$ cat src/rtl/hazard_stall_unit.sv
// Stall/bubble controller for the 5-stage rv32i pipeline: load-use, I-cache and D-cache waits.
// Also tracks a sticky D-cache timeout and saturating stall/load-use counters.
module hazard_stall_unit #(
    parameter int unsigned CNT_WIDTH = 32,
    parameter int unsigned TIMEOUT   = 1024
) (
    input  logic                 clk,
    input  logic                 rst,
    input  logic [4:0]           ID_rs1_num,
    input  logic [4:0]           ID_rs2_num,
    input  logic                 ID_uses_rs1,
    input  logic                 ID_uses_rs2,
    input  logic [4:0]           EX_rd_num,
    input  logic                 EX_load_regfile,
    input  logic                 EX_mem_read,
    input  logic                 MEM_mem_req,
    input  logic                 dmem_resp,
    input  logic                 imem_read,
    input  logic                 imem_resp,
    output logic                 stall_IF,
    output logic                 stall_ID,
    output logic                 stall_EX,
    output logic                 stall_MEM,
    output logic                 bubble_EX,
    output logic                 bubble_WB,
    output logic                 mem_timeout,
    output logic [CNT_WIDTH-1:0] stall_cycles,
    output logic [CNT_WIDTH-1:0] load_use_events
);

    typedef enum logic [0:0] {StRun, StDwait} state_e;

    state_e state_q, state_d;

    logic lu;
    logic dwait;
    logic iwait;
    logic lu_active;

    logic [CNT_WIDTH-1:0] stall_cycles_q;
    logic [CNT_WIDTH-1:0] load_use_events_q;

    always_comb begin
        lu = EX_mem_read && EX_load_regfile && (EX_rd_num != 5'd0)
             && ((ID_uses_rs1 && (ID_rs1_num == EX_rd_num))
              || (ID_uses_rs2 && (ID_rs2_num == EX_rd_num)));
        dwait = MEM_mem_req && !dmem_resp;
        iwait = imem_read && !imem_resp;
    end

    // Outputs follow the live dwait term in both states so release lands in the resp cycle.
    always_comb begin
        state_d   = state_q;
        stall_IF  = 1'b0;
        stall_ID  = 1'b0;
        stall_EX  = 1'b0;
        stall_MEM = 1'b0;
        bubble_EX = 1'b0;
        bubble_WB = 1'b0;
        lu_active = 1'b0;

        unique case (state_q)
            StRun:   if (dwait)  state_d = StDwait;
            StDwait: if (!dwait) state_d = StRun;
            default: state_d = StRun;
        endcase

        if (!rst) begin
            if (dwait) begin
                stall_IF  = 1'b1;
                stall_ID  = 1'b1;
                stall_EX  = 1'b1;
                stall_MEM = 1'b1;
                bubble_WB = 1'b1;
            end else if (lu) begin
                stall_IF  = 1'b1;
                stall_ID  = 1'b1;
                bubble_EX = 1'b1;
                lu_active = 1'b1;
            end else if (iwait) begin
                stall_IF  = 1'b1;
                stall_ID  = 1'b1;
                bubble_EX = 1'b1;
            end
        end
    end

    always_ff @(posedge clk) begin
        if (rst) begin
            state_q           <= StRun;
            stall_cycles_q    <= '0;
            load_use_events_q <= '0;
        end else begin
            state_q <= state_d;
            if (stall_IF && (stall_cycles_q != '1)) begin
                stall_cycles_q <= stall_cycles_q + CNT_WIDTH'(1);
            end
            if (lu_active && (load_use_events_q != '1)) begin
                load_use_events_q <= load_use_events_q + CNT_WIDTH'(1);
            end
        end
    end

    assign stall_cycles    = stall_cycles_q;
    assign load_use_events = load_use_events_q;

    if (TIMEOUT > 0) begin : g_timeout
        localparam int unsigned TW = (TIMEOUT > 1) ? $clog2(TIMEOUT) : 1;
        localparam logic [TW-1:0] TLast = TW'(TIMEOUT - 1);

        logic [TW-1:0] wait_cnt_q;
        logic          timeout_q;

        always_ff @(posedge clk) begin
            if (rst) begin
                wait_cnt_q <= '0;
                timeout_q  <= 1'b0;
            end else begin
                if (state_q == StRun) begin
                    wait_cnt_q <= '0;
                end else if (wait_cnt_q != TLast) begin
                    wait_cnt_q <= wait_cnt_q + TW'(1);
                end
                if ((state_q == StDwait) && dwait && (wait_cnt_q == TLast)) begin
                    timeout_q <= 1'b1;
                end
            end
        end

        assign mem_timeout = timeout_q;
    end else begin : g_no_timeout
        assign mem_timeout = 1'b0;
    end

endmodule

$ cat config.mk
export PLATFORM = sky130hd
export DESIGN_NAME = hazard_stall_unit
export DESIGN_NICKNAME = d
export VERILOG_FILES = /design/src/rtl/hazard_stall_unit.sv
export SDC_FILE = /design/constraint.sdc
export NUM_CORES = 1
export LEC_CHECK = 0
export CAP_MARGIN = 30
export CORE_UTILIZATION = 35
export CTS_CLUSTER_DIAMETER = 200
export CTS_CLUSTER_SIZE = 20
export DETAILED_ROUTE_END_ITERATION = 6
export DONT_BUFFER_PORTS = 1
export GPL_ROUTABILITY_DRIVEN = 0
export PLACE_DENSITY_LB_ADDON = 0.25
export SLEW_MARGIN = 10
export SYNTH_ARGS = -nofsm -noshare
export SYNTH_HDL_FRONTEND = slang
export SYNTH_SLANG_ARGS = --single-unit
$ cat constraint.sdc
create_clock -name clk -period 4.2 [get_ports clk]
set_input_delay 0.63 -clock clk [delete_from_list [all_inputs] [get_ports clk]]
set_output_delay 0.63 -clock clk [all_outputs]
set_load 0.02 [all_outputs]
* Word level (Yosys, flattened, before mapping)
Cells that the tools add are included.
** Operators by class
- Add/sub/neg operators :: 3
- Equal/unequal tests :: 6
- Mux-type cells :: 11
- Bitwise logic cells :: 1
- Reduce and logical (&&, ||, !) cells :: 16
** Operator list (count)
- adder 32 x 1 -> 32 bit, second input constant :: 2
- inequality test 32 bit, second input constant :: 2
- logical AND 1 bit :: 11
- 2-to-1 mux 1 bit :: 11
- adder 10 x 1 -> 10 bit, second input constant :: 1
- equality test 10 bit, second input constant :: 1
- equality test 5 bit :: 2
- inequality test 10 bit, second input constant :: 1
- nonzero test 5 bit :: 1
- zero test 1 bit :: 2
- OR reduction 2 bit :: 1
- logical OR 1 bit :: 1
- NOT 1 bit :: 1
** Storage, ports and cells
- Flip-flop bits (word level) :: 76
- Input port bits :: 25

* Logic depth before layout (Yosys ltp)
Gate-level depths: netlist of the first run.
- Depth after elaboration :: 8
- Depth in mapped cells :: 9
- Depth with buffers taken out :: 8

* Worst setup path before layout of the first run
No wires, ideal clock.
- Path kind :: in2out
- From :: input port EX_rd_num[0]
- To :: output port stall_IF
- Arrival :: 2.084 ns
- Setup slack :: 1.486 ns
- Cell stages on the path :: 6
- Buffers on the path :: 2
- Cells stage by stage :: or3_1 > o311a_1 > a21oi_2 > buf_2 > nor2_1 > buf_4
** On the way
- Longest elaborated chain between the ends :: 7
- Elaborated cells between the ends (all ways) :: 11
- Those cells by class :: 2 x eq/ne; 3 x mux; 6 x reduce/logical
** RTL lines
- start, declared :: RTL line 13 : input logic [4:0] EX_rd_num,
- equality test 5 bit, on equally long branches :: RTL line 45, 46
- logical AND 1 bit, on equally long branches :: RTL line 45, 46
- logical OR 1 bit :: RTL line 46 : || (ID_uses_rs2 && (ID_rs2_num == EX_rd_num)));
- logical AND 1 bit * :: RTL line 45 : && ((ID_uses_rs1 && (ID_rs1_num == EX_rd_num))
- 2-to-1 mux 1 bit * (3 in series)
- end, declared :: RTL line 20 : output logic stall_IF,
Every way passes the cells marked *; elsewhere a longest branch is shown, timed or not.

* Final worst setup path of the first run
- From :: input port EX_rd_num[0]
- To :: output port stall_ID
** On the way
- Longest elaborated chain between the ends :: 7
- Elaborated cells between the ends (all ways) :: 11
- Those cells by class :: 2 x eq/ne; 3 x mux; 6 x reduce/logical
** RTL lines
- equality test 5 bit, on equally long branches :: RTL line 45, 46
- logical AND 1 bit, on equally long branches :: RTL line 45, 46
- logical OR 1 bit :: RTL line 46
- logical AND 1 bit * :: RTL line 45
- 2-to-1 mux 1 bit * :: RTL line 75 : end else if (lu) begin
- 2-to-1 mux 1 bit * :: RTL line 69 : if (dwait) begin
- 2-to-1 mux 1 bit * :: RTL line 68 : if (!rst) begin
- end, declared :: RTL line 21 : output logic stall_ID,
Marked as above.

==> results of run 1 <==
==> metal layers <==
metal	global-route usage, %	up-vias	wire length (um)
li1	-	1606	-
met1	20.79	1501	4127
met2	24.86	94	4061
met3	6.683	5	730
met4	5.284	0	95
met5	0	-	0
==> sequential cells by signal, indices dropped and copies added, names as in the netlist <==
signal,flops
load_use_events,32
g_timeout.wait_cnt_q,10
mem_timeout,1
stall_cycles,32
state_q,1
==> critical path, delay by kind of cell <==
family | cells | cell delay (ps)
AO/OA/AOI/OAI | 2 | 510
buffers and inverters | 1 | 350
AND/OR/NAND/NOR | 2 | 630
==> through the flow <==
step                      util, %  hold slack, ps
after floorplan                 -           460.2
after global placement      37.14           476.5
final                       39.48           358.8
after detailed placement    37.36           481.3
after global routing        39.48           310.0
after CTS                   39.37           320.9
==> final cells by class <==
| class | instances | area [um^2] |
|---|---|---|
| clock buffers | 11 | 151.4 |
| multi-input cells | 358 | 2172 |
| well taps | 136 | 170.2 |
| inverters | 4 | 15.01 |
| flip-flops and latches | 76 | 1521 |
| fillers | 1082 | 6332 |
| repair buffers | 4 | 41.29 |
| clock inverters | 5 | 58.81 |
==> cell usage in the layout, fill, tap and decap left out, types with 2 or more instances in the layout <==
cell	n
sky130_fd_sc_hd__nor3_1	31
sky130_fd_sc_hd__xor2_1	4
sky130_fd_sc_hd__nand4_1	21
sky130_fd_sc_hd__inv_1	4
sky130_fd_sc_hd__clkbuf_8	11
sky130_fd_sc_hd__nand4_2	2
sky130_fd_sc_hd__buf_4	2
sky130_fd_sc_hd__nor4b_1	5
sky130_fd_sc_hd__and4_1	6
sky130_fd_sc_hd__nand3_1	24
sky130_fd_sc_hd__dfxtp_1	76
sky130_fd_sc_hd__a21oi_1	11
sky130_fd_sc_hd__xnor2_1	68
sky130_fd_sc_hd__a31oi_1	4
sky130_fd_sc_hd__nand2b_1	3
sky130_fd_sc_hd__nor4_1	20
sky130_fd_sc_hd__or2_2	2
sky130_fd_sc_hd__nand2_1	37
sky130_fd_sc_hd__o21ai_0	8
sky130_fd_sc_hd__or4_1	2
sky130_fd_sc_hd__clkinvlp_4	2
sky130_fd_sc_hd__ha_1	3
sky130_fd_sc_hd__and3_1	11
sky130_fd_sc_hd__nor3b_1	3
sky130_fd_sc_hd__or3_1	9
sky130_fd_sc_hd__a211oi_1	2
sky130_fd_sc_hd__nor2_1	72
==> cells in the mapped netlist, types with 5 or more instances <==
cell type	instances
sky130_fd_sc_hd__dfxtp_1	76
sky130_fd_sc_hd__nor2_1	72
sky130_fd_sc_hd__xnor2_1	68
sky130_fd_sc_hd__nand2_1	37
sky130_fd_sc_hd__nor3_1	31
sky130_fd_sc_hd__nand3_1	24
sky130_fd_sc_hd__nand4_1	21
sky130_fd_sc_hd__nor4_1	20
sky130_fd_sc_hd__clkbuf_1	13
sky130_fd_sc_hd__a21oi_1	11
sky130_fd_sc_hd__and3_1	11
sky130_fd_sc_hd__buf_2	9
sky130_fd_sc_hd__or3_1	9
sky130_fd_sc_hd__o21ai_0	8
sky130_fd_sc_hd__and4_1	6
sky130_fd_sc_hd__nor4b_1	5
==> kinds of logic after synthesis <==
logic type,count (synthesis)
AO/OA/AOI/OAI,29
adder cells (fa/ha/maj),3
AND/OR/NAND/NOR,254
buffers and inverters,29
XOR/XNOR,72
flip-flops,76
==> worst max path at each step <==
stage / start / to / slack [ps] / cells past startpoint
finish: EX_rd_num[0] / stall_ID / 1450 / 5
global route: stall_cycles[10] / stall_cycles[3] / 1300 / 8
CTS: stall_cycles[10] / stall_cycles[29] / 1360 / 7
detailed placement: EX_rd_num[2] / load_use_events[8] / 1330 / 7
global placement: EX_rd_num[4] / load_use_events[7] / 1410 / 7
floorplan: EX_rd_num[0] / stall_IF / 1490 / 6
==> power groups by stage <==
stage | sequential (uW) | clock [uW] | combinational (uW)
final | 729 | 588 | 41.8
after global routing | 730 | 642 | 46.5
after CTS | 729 | 609 | 42.3
after detailed placement | 746 | 0 | 42.1
after global placement | 746 | 0 | 40.4
after floorplan | 746 | 0 | 45.4
==> reports/summary.txt, run 1 <==
POWER AND IR DROP
------------------------------------------------------------------------------------------------------
Net Sw Frac                                                                                     22.92%
PnR Total Power                                                                                1359 uW
Portion of total power attributed to combinational logic                                          3.1%
Largest voltage drop on the vdd net                                                          0.1294 mV
Internal                                                                                       1047 uW
Static leakage                                                                             0.001231 uW
Total net switching power                                                                     311.4 uW
Power Dens Cells                                                                          329.0 nW/um^2
Seq pwr share                                                                                    53.7%
Clock network fraction of design power                                                           43.2%

SYNTHESIS
------------------------------------------------------------------------------------------------------
Cell taking the most area after synthesis                                                 sky130_fd_sc_hd__dfxtp_1
Synthesized instance count                                                                         463
Share of the synthesized netlist area taken by xor and xnor gates                               16.52%
Number of flip-flops and latches in the synthesized netlist                                         76
Share of flip-flops with an asynchronous set or reset                                               0%
Share of the synthesized area in the top cell type                                              39.87%
Number of nets in the synthesized netlist                                                          491
Count of flip-flops with a built-in enable after synthesis                                           0
Share of the synthesized area in compound gates (AO/OA/AOI/OAI)                                 4.557%
Number of synthesis warnings                                                                         0
Multiplexer fraction of the synthesized cell area                                                   0%
Sequential fraction of the synthesis area                                                       39.87%
Area contributors post-synth                                                              sky130_fd_sc_hd__dfxtp_1 40%, sky130_fd_sc_hd__xnor2_1 16%, sky130_fd_sc_hd__nor2_1 7.1%, sky130_fd_sc_hd__nor3_1 4.1%, sky130_fd_sc_hd__nand2_1 3.6%
Simple-gate share of the synthesized area                                                       34.62%
Combinational family with the most area after synthesis                                   simple AND/OR/NAND/NOR gates
Average cell area after synthesis                                                           8.242 um^2
Post-synth top flop                                                                       sky130_fd_sc_hd__dfxtp_1
Adder-Cell Fraction of Synth Area                                                              0.9836%
Post-synth design cell area                                                                  3816 um^2
Number of unique standard cell types used by synthesis                                              37

RUN STATUS
------------------------------------------------------------------------------------------------------
Outcome                                                                                   complete, no violations

TIMING
------------------------------------------------------------------------------------------------------
Measured slew at the worst slew-check pin                                                     870.1 ps
Highest clock frequency the design can meet                                                 0.3641 GHz
Slew HR                                                                                         41.86%
Count of pins over their slew limit                                                                  0
Final clock period utilization by the worst path                                                65.39%
Total negative slack for setup checks                                                             0 ps
Final clock skew                                                                              9.301 ps
Finish-stage setup viols                                                                             0
Shortest period the worst path allows                                                          2747 ps
Final Worst Setup Slack                                                                        1454 ps
RSZ-0062 raised after global routing                                                             false
Number of endpoints with negative hold slack in the final report                                     0

GRT
------------------------------------------------------------------------------------------------------
GRT Util Overall                                                                                16.29%
Grt total ovfl                                                                                       0
Initial antenna violation count                                                                      0
Largest net degree at the start of global routing                                                   70
Global-route wire length before repair                                                       14,680 um
Via count of the first global-routing pass                                                       2,966

WORST SETUP PATH
------------------------------------------------------------------------------------------------------
Worst reg-to-reg path cell count                                                                     8
Startpoint type of the worst setup path                                                      input pin
Reg-to-reg slack, setup                                                                        1560 ps
FF-to-FF Start                                                                            stall_cycles[10]
Required time of the critical path                                                             3570 ps
Kind of capture point of the worst setup path                                              output port
Worst path cell trace                                                                     or3_1 -> o311a_1 -> a21oi_2 -> buf_4 -> nor2_1
Category of the critical setup timing path                                                   in -> out
Peak per-stage delay on the critical path                                                       360 ps
Worst path arrival time                                                                        2120 ps
Biggest fanout along the worst timing path                                                          34
Critical path's slowest cell                                                              sky130_fd_sc_hd__or3_1
Worst r2r dst                                                                             stall_cycles[0]

ROUTING
------------------------------------------------------------------------------------------------------
DR iter-0 viols                                                                                    215
Post-detailed-route wirelength per cell                                                       15.18 um
Via count                                                                                        3,206
Post-detailed-route DRC marker count                                                                 0
First drt pass iteration count                                                                       4
Via/cell ratio                                                                                   5.397
Overall routed net length                                                                      9015 um
Number of routed nets with antenna violations                                                        0

CLOCKING
------------------------------------------------------------------------------------------------------
Number of buffers added by the clock tree synthesis step                                             9
Clock Tree Root                                                                           sky130_fd_sc_hd__clkbuf_8
TritonCTS Sinks                                                                                     76
Post-cts sizing count                                                                                0
Hold buffer count at cts                                                                             0
Clock latency on the worst-skew pair                                                            350 ps
Number of post-CTS setup repair buffers                                                              0
Clock transition at the register clock pins on the worst setup and hold paths after CTS          70 ps
TritonCTS clock tree                                                                             built
Buffer depth of the longest clock path                                                               2
Number of levels in the clock H-tree                                                                 3

PLACE
------------------------------------------------------------------------------------------------------
Instance area at placement                                                                   3909 um^2
Dpl ws                                                                                         1332 ps
Sum of net half-perimeters after detailed placement                                            6095 um
Number of buffer cells added on primary ports                                                        0
Inst Count DP                                                                                      577

CELLS AND AREA
------------------------------------------------------------------------------------------------------
Inserted Diodes                                                                                      0
Area delta synth->final                                                                         8.229%
Final non-filler cell total                                                                        594
Layout cells sized above 1                                                                      6.769%
Post-layout instance area                                                                    4130 um^2
Number of nets in the layout                                                                       481

RUN
------------------------------------------------------------------------------------------------------
Number of maximum-capacitance constraint violations                                                  0

FLOORPLANNING
------------------------------------------------------------------------------------------------------
Die Footprint                                                                              11,330 um^2
Ports placed on the boundary                                                                        96
Initial standard-cell utilization of the core                                                   36.47%
Die X                                                                                         106.4 um
Site row count                                                                                      37
Height of the chip                                                                            106.4 um
Floorplan core area                                                                        10,460 um^2

HOLD PATH
------------------------------------------------------------------------------------------------------
Worst hold-check path type                                                                   in -> reg
Hold path startpoint                                                                               rst
Worst hold path depth                                                                                1
Hold Crit Endpoint                                                                        stall_cycles[16]

Power figures use the tool's default switching activity.
==> inputs of run 2 (changes only) <==
Clock period 4.2 ns to 2.9 ns, I/O delays scaled along.
==> run 2 against run 1 <==
Net effect:
- register-to-register slack lost 1100 ps
- largest cell class unchanged
- sequential power grew 45%
- cell count grew 2.4%
- sequential share of layout area shrank 1.1 points
- clock skew grew 0.70 ps
- first-iteration DRC count shrank 1.4%
- critical path depth grew 2
==> reports/summary.txt, run 2 (synthesis gave the netlist of run 1 again) <==
TIMING
------------------------------------------------------------------------------------------------------
Finish-stage setup viols                                                                             0
Number of endpoints with negative hold slack in the final report                                     0
Final clock skew                                                                              9.999 ps
RSZ-0062 raised after global routing                                                             false
Shortest period the worst path allows                                                          2415 ps
Measured slew at the worst slew-check pin                                                     458.5 ps
Total negative slack for setup checks                                                             0 ps
Count of pins over their slew limit                                                                  0
Worst hold margin                                                                             152.7 ps
Highest clock frequency the design can meet                                                 0.4141 GHz
Final clock period utilization by the worst path                                                83.27%
Slew HR                                                                                         69.39%

WORST SETUP PATH
------------------------------------------------------------------------------------------------------
Dominant delay contributor by cell family on the critical path                            simple AND/OR/NAND/NOR gates
Biggest fanout along the worst timing path                                                           8
Category of the critical setup timing path                                                  reg -> reg
Startpoint type of the worst setup path                                                       register
Reg-to-reg slack, setup                                                                         490 ps
Worst path depth                                                                                     7
Last element of the critical path                                                         load_use_events[30]
Kind of capture point of the worst setup path                                                 register
FF-to-FF Start                                                                            load_use_events[3]
Worst path arrival time                                                                        2650 ps
Required time of the critical path                                                             3140 ps
Critical path's slowest cell                                                              sky130_fd_sc_hd__or4_1
Peak per-stage delay on the critical path                                                       620 ps
Worst path cell trace                                                                     and4_2 -> nand4_1 -> or4_1 -> nand3_1 -> nor4_1 -> xnor2_1 -> nor2_1
Launch point of the critical path                                                         load_use_events[3]
Sum of buffers and inverters on the critical path                                                    0
Worst r2r dst                                                                             load_use_events[30]
Worst reg-to-reg path cell count                                                                     7

PLACE
------------------------------------------------------------------------------------------------------
Inst Count DP                                                                                      592
Sum of net half-perimeters after detailed placement                                            6233 um
Number of buffer cells added on primary ports                                                        0

CLOCKING
------------------------------------------------------------------------------------------------------
TritonCTS Sinks                                                                                     76
TritonCTS clock tree                                                                             built
Number of buffers added by the clock tree synthesis step                                             9
Buffer depth of the longest clock path                                                               2
Number of levels in the clock H-tree                                                                 3
Clock latency on the worst-skew pair                                                            350 ps
Number of post-CTS setup repair buffers                                                              0
Hold buffer count at cts                                                                             0
Post-cts sizing count                                                                                0
Clock Tree Root                                                                           sky130_fd_sc_hd__clkbuf_8
Clock transition at the register clock pins on the worst setup and hold paths after CTS          80 ps

CELLS AND AREA
------------------------------------------------------------------------------------------------------
Commonest cells after routing, fill and taps aside                                        76 x sky130_fd_sc_hd__dfxtp_1, 72 x sky130_fd_sc_hd__nor2_1, 68 x sky130_fd_sc_hd__xnor2_1
Layout cells sized above 1                                                                      9.110%
Area delta synth->final                                                                         11.57%
Commonest non-fill, non-tap cell in the layout                                            sky130_fd_sc_hd__dfxtp_1
Inserted Diodes                                                                                      0
Final core utilization                                                                          40.70%
Number of nets in the layout                                                                       495
Final non-filler cell total                                                                        608

FLOORPLANNING
------------------------------------------------------------------------------------------------------
Die Footprint                                                                              11,330 um^2
Initial standard-cell utilization of the core                                                   36.47%
Ports placed on the boundary                                                                        96
Height of the chip                                                                            106.4 um
Die X                                                                                         106.4 um
Floorplan core area                                                                        10,460 um^2
Site row count                                                                                      37

HOLD PATH
------------------------------------------------------------------------------------------------------
Hold path startpoint                                                                               rst
Worst hold-check path type                                                                   in -> reg

ROUTING
------------------------------------------------------------------------------------------------------
First drt pass iteration count                                                                       4
Post-detailed-route DRC marker count                                                                 0
Overall routed net length                                                                      9024 um
Post-detailed-route wirelength per cell                                                       14.84 um
Via count                                                                                        3,296
DR iter-0 viols                                                                                    212
Number of routed nets with antenna violations                                                        0
Via/cell ratio                                                                                   5.421

POWER AND IR DROP
------------------------------------------------------------------------------------------------------
Static leakage                                                                             0.001324 uW
Largest voltage drop on the vdd net                                                          0.2114 mV
Power Dens Cells                                                                          489.8 nW/um^2

RUN STATUS
------------------------------------------------------------------------------------------------------
Outcome                                                                                   complete, no violations

GRT
------------------------------------------------------------------------------------------------------
Grt total ovfl                                                                                       0
Initial antenna violation count                                                                      0
Most crowded layer after global routing                                                           met2
Via count of the first global-routing pass                                                       3,066
Global-route wire length before repair                                                       14,770 um
Met1 Track Usage GR                                                                             20.04%
GR met3 Demand/Resource                                                                         6.438%
GRT Util Overall                                                                                16.40%
GR Util met2                                                                                    26.16%
Largest net degree at the start of global routing                                                   70

RUN
------------------------------------------------------------------------------------------------------
Number of maximum-capacitance constraint violations                                                  0

run 2: cell count changes in the layout (fill, tap and decap cells not counted), sizes merged:
cell      change
inv           -1
clkinvlp      -2
bufinv        +2
clkinv        +1
buf          +14
run 2: per-layer routing:
metal	share of wire (%)	vias to the layer above
met3	6.5	7
met1	46	1570
met4	1.0	0
met2	46	79
met5	0	-
li1	-	1640
run 2: per-stage QoR:
step | total power (uW) | instance area (um^2) | worst slack, ps
floorplan | 1146 | 3816 | 576.1
global placement | 1146 | 4026 | 576.9
detailed placement | 1148 | 4026 | 503.6
CTS | 2110 | 4258 | 482.2
global route | 2169 | 4258 | 284.5
finish | 2085 | 4258 | 485.1
run 2: final cells by class:
type                            count  area [um^2]
Timing Repair Buffer               18        147.6
Inverter                            4        15.01
Clock inverter                      5        100.1
Clock buffer                       11        131.4
Multi-Input combinational cell    358         2172
Fill cell                        1100         6205
Tap cell                          136        170.2
Sequential cell                    76         1521
run 2: how the worst min path moves through the flow:
stage,slack (ps),endpoint,cells after the start
final,150,stall_cycles[13],1
after global routing,110,stall_cycles[14],1
after CTS,130,stall_cycles[13],1
after detailed placement,480,g_timeout.wait_cnt_q[1],2
after global placement,480,g_timeout.wait_cnt_q[1],2
after floorplan,460,g_timeout.wait_cnt_q[6],1
run 2: power by group:
group          switching [uW]  internal [uW]
clock                     392            570
sequential               9.44           1050
combinational            38.0           29.0
total                     439           1650
